$ cat src/rtl/poci_pkg.sv
// Shared types and defaults for the peripheral-out (read-back) side of the SPI register interface.
package poci_pkg;

   typedef enum logic [1:0] {
      IDLE  = 2'd0,
      LOAD  = 2'd1,
      SHIFT = 2'd2
   } poci_state_t;

   localparam int DATA_W_DEF = 8;
   localparam int ADDR_W_DEF = 8;
   localparam logic [ADDR_W_DEF-1:0] NULL_ADDR = '0;

endpackage

$ cat src/rtl/poci_if.sv
// Bundle between the inbound deserialiser, the register read mux and the serializer.
interface poci_if #(
   parameter int DATA_W = 8,
   parameter int ADDR_W = 8
);

   logic [ADDR_W-1:0] addr_in;
   logic              addr_load;
   logic [DATA_W-1:0] rd_data;
   logic [ADDR_W-1:0] rd_addr;
   logic              serial_out;
   logic              tx_active;
   logic              byte_loaded;

   modport master (
      output addr_in, addr_load, rd_data,
      input  rd_addr, serial_out, tx_active, byte_loaded
   );

   modport slave (
      input  addr_in, addr_load, rd_data,
      output rd_addr, serial_out, tx_active, byte_loaded
   );

endinterface

$ cat src/rtl/poci_shift_register.sv
// Parallel-load, MSB-first left shifter; clear beats load, load beats shift.
module poci_shift_register #(
   parameter int DATA_W = 8
) (
   input  logic              sclk,
   input  logic              rstn,
   input  logic              clr,
   input  logic              load,
   input  logic              shift,
   input  logic [DATA_W-1:0] din,
   output logic              dout
);

   logic [DATA_W-1:0] shift_q;
   logic [DATA_W-1:0] shift_d;

   always_comb begin
      shift_d = shift_q;
      if (clr) begin
         shift_d = '0;
      end else if (load) begin
         shift_d = din;
      end else if (shift) begin
         shift_d = {shift_q[DATA_W-2:0], 1'b0};
      end
   end

   always_ff @(posedge sclk or negedge rstn) begin
      if (!rstn) begin
         shift_q <= '0;
      end else begin
         shift_q <= shift_d;
      end
   end

   assign dout = shift_q[DATA_W-1];

endmodule

$ cat src/rtl/poci_serializer.sv
// Streams registers MSB-first starting at a captured address, auto-incrementing (wrapping past 0) until rstn ends the session.
module poci_serializer
   import poci_pkg::*;
#(
   parameter int DATA_W    = DATA_W_DEF,
   parameter int ADDR_W    = ADDR_W_DEF,
   parameter int LAST_ADDR = 255
) (
   input  logic   sclk,
   input  logic   rstn,
   poci_if.slave  bus
);

   localparam logic [1:0] ST_IDLE  = IDLE;
   localparam logic [1:0] ST_LOAD  = LOAD;
   localparam logic [1:0] ST_SHIFT = SHIFT;

   localparam int                CNT_W    = $clog2(DATA_W);
   localparam logic [CNT_W-1:0]  LAST_BIT = CNT_W'(DATA_W - 1);
   localparam logic [ADDR_W-1:0] LAST_A   = ADDR_W'(LAST_ADDR);

   function automatic logic [ADDR_W-1:0] next_addr(input logic [ADDR_W-1:0] a);
      return (a == LAST_A) ? ADDR_W'(1) : a + ADDR_W'(1);
   endfunction

   logic [1:0]        state_q, state_d;
   logic [ADDR_W-1:0] rd_addr_q, rd_addr_d;
   logic [CNT_W-1:0]  bit_cnt_q, bit_cnt_d;
   logic              byte_loaded_q, byte_loaded_d;
   logic              sr_clr, sr_load, sr_shift;
   logic              addr_ok, new_addr;

   assign addr_ok  = (32'(bus.addr_in) != 32'(NULL_ADDR)) &&
                     (32'(bus.addr_in) <= $unsigned(LAST_ADDR));
   assign new_addr = bus.addr_load && addr_ok;

   // A valid new address always wins and restarts through LOAD; clearing the
   // shifter keeps serial_out low during that dead bit.
   always_comb begin
      state_d       = state_q;
      rd_addr_d     = rd_addr_q;
      bit_cnt_d     = bit_cnt_q;
      byte_loaded_d = 1'b0;
      sr_clr        = 1'b0;
      sr_load       = 1'b0;
      sr_shift      = 1'b0;
      case (state_q)
         ST_IDLE: begin
            if (new_addr) begin
               rd_addr_d = bus.addr_in;
               state_d   = ST_LOAD;
            end
         end
         ST_LOAD: begin
            if (new_addr) begin
               rd_addr_d = bus.addr_in;
               sr_clr    = 1'b1;
            end else begin
               sr_load       = 1'b1;
               bit_cnt_d     = '0;
               rd_addr_d     = next_addr(rd_addr_q);
               byte_loaded_d = 1'b1;
               state_d       = ST_SHIFT;
            end
         end
         ST_SHIFT: begin
            if (new_addr) begin
               rd_addr_d = bus.addr_in;
               sr_clr    = 1'b1;
               bit_cnt_d = '0;
               state_d   = ST_LOAD;
            end else if (bit_cnt_q == LAST_BIT) begin
               sr_load       = 1'b1;
               bit_cnt_d     = '0;
               rd_addr_d     = next_addr(rd_addr_q);
               byte_loaded_d = 1'b1;
            end else begin
               sr_shift  = 1'b1;
               bit_cnt_d = bit_cnt_q + CNT_W'(1);
            end
         end
         default: begin
            state_d = ST_IDLE;
         end
      endcase
   end

   always_ff @(posedge sclk or negedge rstn) begin
      if (!rstn) begin
         state_q       <= ST_IDLE;
         rd_addr_q     <= '0;
         bit_cnt_q     <= '0;
         byte_loaded_q <= 1'b0;
      end else begin
         state_q       <= state_d;
         rd_addr_q     <= rd_addr_d;
         bit_cnt_q     <= bit_cnt_d;
         byte_loaded_q <= byte_loaded_d;
      end
   end

   poci_shift_register #(.DATA_W(DATA_W)) u_shift (
      .sclk  (sclk),
      .rstn  (rstn),
      .clr   (sr_clr),
      .load  (sr_load),
      .shift (sr_shift),
      .din   (bus.rd_data),
      .dout  (bus.serial_out)
   );

   assign bus.rd_addr     = rd_addr_q;
   assign bus.tx_active   = (state_q != ST_IDLE);
   assign bus.byte_loaded = byte_loaded_q;

endmodule

$ cat src/flat_wrapper.sv
// flat-port wrapper written by rule: the top's interface ports become plain ports
module poci_serializer_flat import poci_pkg::*;
#(
   parameter int DATA_W    = DATA_W_DEF,
   parameter int ADDR_W    = ADDR_W_DEF,
   parameter int LAST_ADDR = 255
)
  (sclk, rstn, bus_addr_in, bus_addr_load, bus_rd_data, bus_rd_addr, bus_serial_out, bus_tx_active, bus_byte_loaded);
  poci_if #(.DATA_W(DATA_W), .ADDR_W(ADDR_W)) bus_i ();
  input  logic sclk;
  input  logic rstn;
  input wire logic [$bits(bus_i.addr_in)-1:0] bus_addr_in;
  input wire logic [$bits(bus_i.addr_load)-1:0] bus_addr_load;
  input wire logic [$bits(bus_i.rd_data)-1:0] bus_rd_data;
  output wire logic [$bits(bus_i.rd_addr)-1:0] bus_rd_addr;
  output wire logic [$bits(bus_i.serial_out)-1:0] bus_serial_out;
  output wire logic [$bits(bus_i.tx_active)-1:0] bus_tx_active;
  output wire logic [$bits(bus_i.byte_loaded)-1:0] bus_byte_loaded;
  assign bus_i.addr_in = bus_addr_in;
  assign bus_i.addr_load = bus_addr_load;
  assign bus_i.rd_data = bus_rd_data;
  assign bus_rd_addr = bus_i.rd_addr;
  assign bus_serial_out = bus_i.serial_out;
  assign bus_tx_active = bus_i.tx_active;
  assign bus_byte_loaded = bus_i.byte_loaded;
  poci_serializer #(.DATA_W(DATA_W), .ADDR_W(ADDR_W), .LAST_ADDR(LAST_ADDR)) u_core (.sclk(sclk), .rstn(rstn), .bus(bus_i));
endmodule
$ cat config.mk
export PLATFORM = sky130hd
export DESIGN_NAME = poci_serializer_flat
export DESIGN_NICKNAME = d
export VERILOG_FILES = /design/src/rtl/poci_pkg.sv /design/src/rtl/poci_if.sv /design/src/rtl/poci_shift_register.sv /design/src/rtl/poci_serializer.sv /design/src/flat_wrapper.sv
export SDC_FILE = /design/constraint.sdc
export NUM_CORES = 1
export LEC_CHECK = 0
export BUFFER_PORTS_ARGS = -buffer_cell sky130_fd_sc_hd__buf_2
export CAP_MARGIN = 40
export CORE_ASPECT_RATIO = 1.5
export CORE_MARGIN = 2
export CORE_UTILIZATION = 44
export CTS_BUF_LIST = sky130_fd_sc_hd__clkbuf_4
export DETAILED_ROUTE_END_ITERATION = 16
export PLACE_DENSITY = 0.73
export REMOVE_ABC_BUFFERS = 1
export SYNTH_ARGS = -nofsm -noshare
export SYNTH_HDL_FRONTEND = slang
export SYNTH_SLANG_ARGS = --single-unit
$ cat constraint.sdc
create_clock -name sclk -period 2.4 [get_ports sclk]
set_clock_uncertainty 0.15 [all_clocks]
set_input_delay 0.48 -clock sclk [delete_from_list [all_inputs] [get_ports sclk]]
set_output_delay 0.48 -clock sclk [all_outputs]
set_load 0.02 [all_outputs]
* Word level (Yosys, flattened, before mapping)
Index checks and enable logic that the tools add are counted. Widths: inputs -> output; s select.
Cells by class: shift operators 0, divide/modulo/power cells 0, $lt $le $gt $ge 0, multiplexer cells 25, multiply operators 0, eq/ne operators 8, reduce and logical (&&, ||, !) cells 12, bitwise gates (word level) 0, add/sub/neg operators 2
Operators with widths (number):
- $mux 8 | 8
- $pmux 8 s3 | 1
- $mux 3 | 3
- $add 8x1->8 const B | 1
- $eq 8x8->1 const B | 1
- $mux 1 | 8
- $reduce_bool 8->1 | 1
- $pmux 3 s2 | 1
- $reduce_bool 3->1 | 2
- $mux 2 | 2
- $ne 2x1->1 const B | 2
- $pmux 2 s2 | 1
- $reduce_and 2->1 | 2
- $reduce_bool 2->1 | 2
- $reduce_or 2->1 | 2
- $add 3x1->3 const B | 1
- $eq 3x3->1 const B | 1
- $ne 3x1->1 const B | 1
- $reduce_and 3->1 | 1
- $eq 2x1->1 const B | 1
- $eq 2x2->1 const B | 1
- $logic_not 2->1 | 1
- $ne 2x2->1 const B | 1
- $pmux 1 s2 | 1
- $logic_and 1x1->1 | 1
Word-level totals: latch bits 0, memory bits (writable) 0, register bits after elaboration 22, logic and storage cells 52, memory bits (read-only) 0, memories 0, output and inout port bits 11

* Logic depth before layout (Yosys ltp)
depth in word-level cells 7, mapped depth 7, depth with buffers taken out 7

* Modules after synthesis
A second synthesis with hierarchy kept.
Second synthesis, totals: cells, all modules 138, area total of the unflattened synthesis 1393.8 sq um
Modules (own cells, without submodules):
- poci_serializer | sequential area each 350.3 sq um, instances 1, area an instance 984.7 sq um, cells each 103
- poci_shift_register | sequential area each 200.2 sq um, instances 1, area an instance 409.1 sq um, cells each 35

* Worst setup path after synthesis
No wires, ideal clock.
path type register -> register, start point register u_core.state_q[0], end point register u_core.u_shift.shift_q[1], slack 248 ps, arrival 1884 ps, cell stages (with the launch flop) 8, clock period less this slack 2152 ps, library setup time 118 ps, path through dfrtp_1 > inv_1 > ha_1 > clkbuf_1 > a21oi_1 > mux2i_1 > nor3_1 > a21o_1
On the way: word-level cells in the longest chain between the ends 4
Ends and longest elaborated chain:
- start, declared | RTL line poci_serializer.sv:26 | logic [1:0] state_q, state_d;
- start signal, assigned | RTL line poci_serializer.sv:95 | state_q <= state_d;
- $eq 2x2->1 / $eq 2x1->1 (equally long branches) | RTL line poci_serializer.sv:47 | case (state_q)
- $pmux 1 s2 / $reduce_or 2->1 (equally long branches)
- $mux 8 / $mux 1 (equally long branches)
- $mux 8 / $reduce_bool 3->1 (equally long branches)
- end signal, assigned | RTL line poci_shift_register.sv:32 | shift_q <= shift_d;
- end, declared | RTL line poci_shift_register.sv:14 | logic [DATA_W-1:0] shift_q;
Parallel ways exist; a longest one is shown, timed or not. A chain may end at the register's enable or synchronous reset.

* Worst setup path in the final report
start point input bus_addr_in[4], end point register u_core.rd_addr_q[4] (netlist: u_core.bus.rd_addr[4])
On the way: word-level cells in the longest chain between the ends 4
Ends and longest elaborated chain:
- start, declared | RTL line flat_wrapper.sv:12 | input wire logic [$bits(bus_i.addr_in)-1:0] bus_addr_in;
- $reduce_bool 8->1 | RTL line poci_serializer.sv:33 | assign addr_ok = (32'(bus.addr_in) != 32'(NULL_ADDR)) &&
- $logic_and 1x1->1 | RTL line poci_serializer.sv:35 | assign new_addr = bus.addr_load && addr_ok;
- $ne 3x1->1 (no source line) (tied with other cells)
- $reduce_and 3->1 (no source line) / $pmux 8 s3 (equally long branches)
- end signal, assigned | RTL line poci_serializer.sv:96 | rd_addr_q <= rd_addr_d;
- end, declared | RTL line poci_serializer.sv:27 | logic [ADDR_W-1:0] rd_addr_q, rd_addr_d;
Parallel ways exist; a longest one is shown, timed or not. The select of a mux whose other input is x is not followed.

==> impl_metrics.env <==
export IMPL_cts_repair_resized=0
export IMPL_design_power_total_mw=1.98
export IMPL_finalMaxSlewViolations=0
export IMPL_place_hpwl_um=2140
export IMPL_ir_drop_mv=0.763
export IMPL_combPwrFrac_pct=57.9
export IMPL_crit_arrival_ps=2070
export IMPL_num_vias=1159
export IMPL_nFillCells=283
export IMPL_drive_above_1_share_pct=28.1
export IMPL_utilization_pct=54.3
export IMPL_ys_ff_latch=22
export IMPL_hold_start="bus_rd_data[0]"
export IMPL_cts_clk_slew_worst_paths_ps=110
export IMPL_tightest_slew_ps=496
export IMPL_critical_path_cell_chain="buf_2, or4_4, o21a_1, nor2_2, a21oi_1, o22a_1"
export IMPL_drc_errors=0
export IMPL_rows=24
export IMPL_final_setup_viol_count=0
export IMPL_path_class="in2reg"
export IMPL_port_buffers=29
export IMPL_fin_ws_ps=373
export IMPL_status="finished clean"
export IMPL_detail_route_antenna_nets=0
export IMPL_dr_pass1_iters=4
export IMPL_wl_per_cell_um=13.4
export IMPL_seqPwrFrac_pct=34.0
export IMPL_antenna_found_initial=0
export IMPL_slowest_stage="or4_4"
export IMPL_p_int_mw=1.06
export IMPL_synth_common_cells="dfrtp_1 (22), nand2_1 (12), inv_1 (9), nor2_1 (9)"
export IMPL_hold_end="u_core.u_shift.shift_q[0]"
export IMPL_synth_distinct_cells=38
export IMPL_rr_endpoint="u_core.bus.rd_addr[7]"
export IMPL_seq_area_um2=551
export IMPL_swShare_pct=46.8
export IMPL_initial_core_util_pct=45.3
export IMPL_synthTopCellsByArea="dfrtp_1 (42%), ha_1 (7.7%), mux2i_1 (5.4%), a21o_1 (4.0%), nand2_1 (3.5%)"
export IMPL_p_sw_mw=0.927
export IMPL_synth_edf_count=0
export IMPL_async_flop_share_pct=100
export IMPL_min_period_over_period_pct=84.4
export IMPL_reg2reg_slack_ps=450
export IMPL_reg2reg_from="u_core.state_q[0]"
export IMPL_min_period_ps=2030
export IMPL_core_mm2=0.00288
export IMPL_synthesis_area_mm2=0.00131
export IMPL_fin_tns_setup_ps=0
export IMPL_synth_most_common_cell="dfrtp_1"
export IMPL_crit_family="simple AND/OR/NAND/NOR gates"
export IMPL_insertion_delay_ps=300
export IMPL_drtIter0Drc=38
export IMPL_cts_buffer_depth=2
export IMPL_cts_sinks=22
export IMPL_fin_nets=196
export IMPL_synth_seq_area_share_pct=42.2
export IMPL_slowest_delay_ps=550
export IMPL_start_kind="input pin"
export IMPL_die_w_um=48.5
export IMPL_synth_top_cell_area_share_pct=42.2
export IMPL_grt_ovfl_total=0
export IMPL_worst_path_max_fanout=8
export IMPL_max_cap_viol_count=0
export IMPL_grt_pass1_wl_um=4660
export IMPL_route_final_wire_length_um=2760
export IMPL_antenna_cells=0
export IMPL_p_per_area_mw_per_mm2=1270
export IMPL_timing_slew_headroom_pct=67.0
export IMPL_synth_ff_type="dfrtp_1"
export IMPL_gp_congestion=0.893
export IMPL_ys_warn_count=0
export IMPL_multiInputGateArea_um2=708
export IMPL_h_tree_depth=1
export IMPL_endpoint_kind="flip-flop"
export IMPL_synthToLayoutAreaGrowth_pct=19.8
export IMPL_cts_tree="done"
export IMPL_rsz0062_at_grt="false"
export IMPL_cts_hold_buf=1
export IMPL_final_hold_violation_count=0
export IMPL_routed_via_density=5.63
export IMPL_fmax_mhz=493
export IMPL_dieArea_mm2=0.00343
export IMPL_cts_root_buf="clkbuf_4"
export IMPL_r2r_cells=6
export IMPL_io_pins=30
export IMPL_worstHoldPathCells=3
export IMPL_min_path_type="in2reg"
export IMPL_synth_area_leader_cell="dfrtp_1"
export IMPL_grt_max_degree=23
export IMPL_numCtsBuffers=3
export IMPL_post_cts_buffers=0
export IMPL_grt_usage_pct=16.7
export IMPL_syn_instance_count=131
export IMPL_pwr_share_clk_pct=8.1
export IMPL_path_buf_inv=1
export IMPL_grt_pass1_vias=1124
export IMPL_p_leak_nw=0.818
export IMPL_synth_avg_cell_area_um2=9.96
export IMPL_cp_required_ps=2450
export IMPL_die_h_um=70.7
export IMPL_post_place_ws_ps=50.2
[sequential cells by signal (all words and copies together), names as in the netlist]
name	flops
u_core.bus.byte_loaded	1
u_core.bit_cnt_q	3
u_core.bus.rd_addr	8
u_core.u_shift.shift_q	8
u_core.state_q	2
[power groups by stage]
stage / registers (mW) / logic [mW] / clock network [mW]
5_1_grt: 0.703 / 1.27 / 0.184
6_report: 0.674 / 1.15 / 0.160
4_1_cts: 0.675 / 1.16 / 0.167
2_1_floorplan: 0.749 / 0.726 / 0
3_5_place_dp: 0.683 / 1.15 / 0
3_3_place_gp: 0.673 / 1.13 / 0
[metal layers]
| metal | global-route usage, % | share of wire, % | vias to the layer above |
|---|---|---|---|
| met5 | 0 | 0 | - |
| met2 | 29.3 | 51 | 44 |
| met3 | 1.90 | 5.4 | 8 |
| met1 | 21.1 | 42 | 548 |
| met4 | 6.67 | 1.9 | 0 |
| li1 | - | - | 559 |
[how the worst max path moves through the flow]
| stage | start | endpoint | slack [ps] | depth (start not counted) |
|---|---|---|---|---|
| detailed placement | bus_addr_in[4] | u_core.bus.rd_addr[4] | 50 | 6 |
| CTS | bus_addr_in[4] | u_core.bus.rd_addr[4] | 380 | 6 |
| global placement | bus_addr_in[4] | u_core.bus.rd_addr[4] | 130 | 6 |
| floorplan | bus_addr_in[4] | u_core.bus.rd_addr[4] | 240 | 5 |
| global route | u_core.state_q[0] | u_core.bus.rd_addr[4] | 310 | 6 |
| finish | bus_addr_in[4] | u_core.bus.rd_addr[4] | 370 | 6 |
[cells by family after synthesis]
| logic type | Yosys count | share of synthesized area [%] |
|---|---|---|
| fa+ha+maj | 8 | 7.67 |
| compound gates | 41 | 25.5 |
| simple gates | 41 | 15.7 |
| flops | 22 | 42.2 |
| mux | 7 | 5.37 |
| buf+inv | 12 | 3.55 |
[stage by stage]
step	instances	hold slack (ps)	area [µm²]
2_1_floorplan	128	34.4	1290
3_3_place_gp	202	309	1530
3_5_place_dp	202	316	1530
4_1_cts	206	281	1560
5_1_grt	206	296	1560
6_report	206	285	1560
[worst min-delay path: cells and delay by family]
kind	cells	cell delay, ps
AND/OR/NAND/NOR	1	50
buffers and inverters	1	100
AO/OA/AOI/OAI	1	70
[layout by cell type (no fill, tap or decap)]
| cell type | netlist | final |
|---|---|---|
| dlygate4sd3_1 | 0 | 1 |
| a32o_1 | 3 | 3 |
| nor3_1 | 8 | 8 |
| inv_1 | 9 | 9 |
| nor2_2 | 1 | 1 |
| mux2i_1 | 7 | 7 |
| and4_1 | 1 | 1 |
| o21a_1 | 1 | 1 |
| o31a_1 | 1 | 1 |
| buf_4 | 0 | 6 |
| ha_1 | 8 | 8 |
| a21o_1 | 7 | 7 |
| nand3_1 | 4 | 4 |
| o21ba_2 | 1 | 1 |
| nand2_1 | 12 | 12 |
| o21ai_4 | 1 | 1 |
| o41ai_2 | 1 | 1 |
| a22oi_1 | 2 | 2 |
| clkbuf_4 | 0 | 3 |
| o21bai_4 | 1 | 1 |
| nand4_1 | 1 | 1 |
| a21oi_1 | 7 | 7 |
| o221ai_1 | 2 | 2 |
| or4_4 | 2 | 2 |
| a32oi_1 | 1 | 1 |
| nor2_1 | 9 | 9 |
| o2bb2ai_1 | 1 | 1 |
| buf_2 | 1 | 29 |
| nand2b_1 | 1 | 1 |
| a22o_1 | 1 | 1 |
| o221ai_2 | 1 | 1 |
| dfrtp_1 | 22 | 22 |
| o21ai_1 | 1 | 1 |
| nand3_2 | 1 | 1 |
| o22a_1 | 1 | 1 |
| a221oi_1 | 1 | 1 |
| and3_1 | 1 | 1 |
| o32ai_1 | 1 | 1 |
| o22ai_1 | 2 | 2 |
| o21ai_0 | 4 | 4 |
[layout make-up]
cell class,count,share of cell area [%]
Inverter,9,2.16
Clock buffer,3,1.44
Tap cell,39,3.12
Sequential cell,22,35.2
Multi-Input combinational cell,97,45.3
Timing Repair Buffer,36,12.8
No activity file was read; power rests on OpenSTA's default activity.
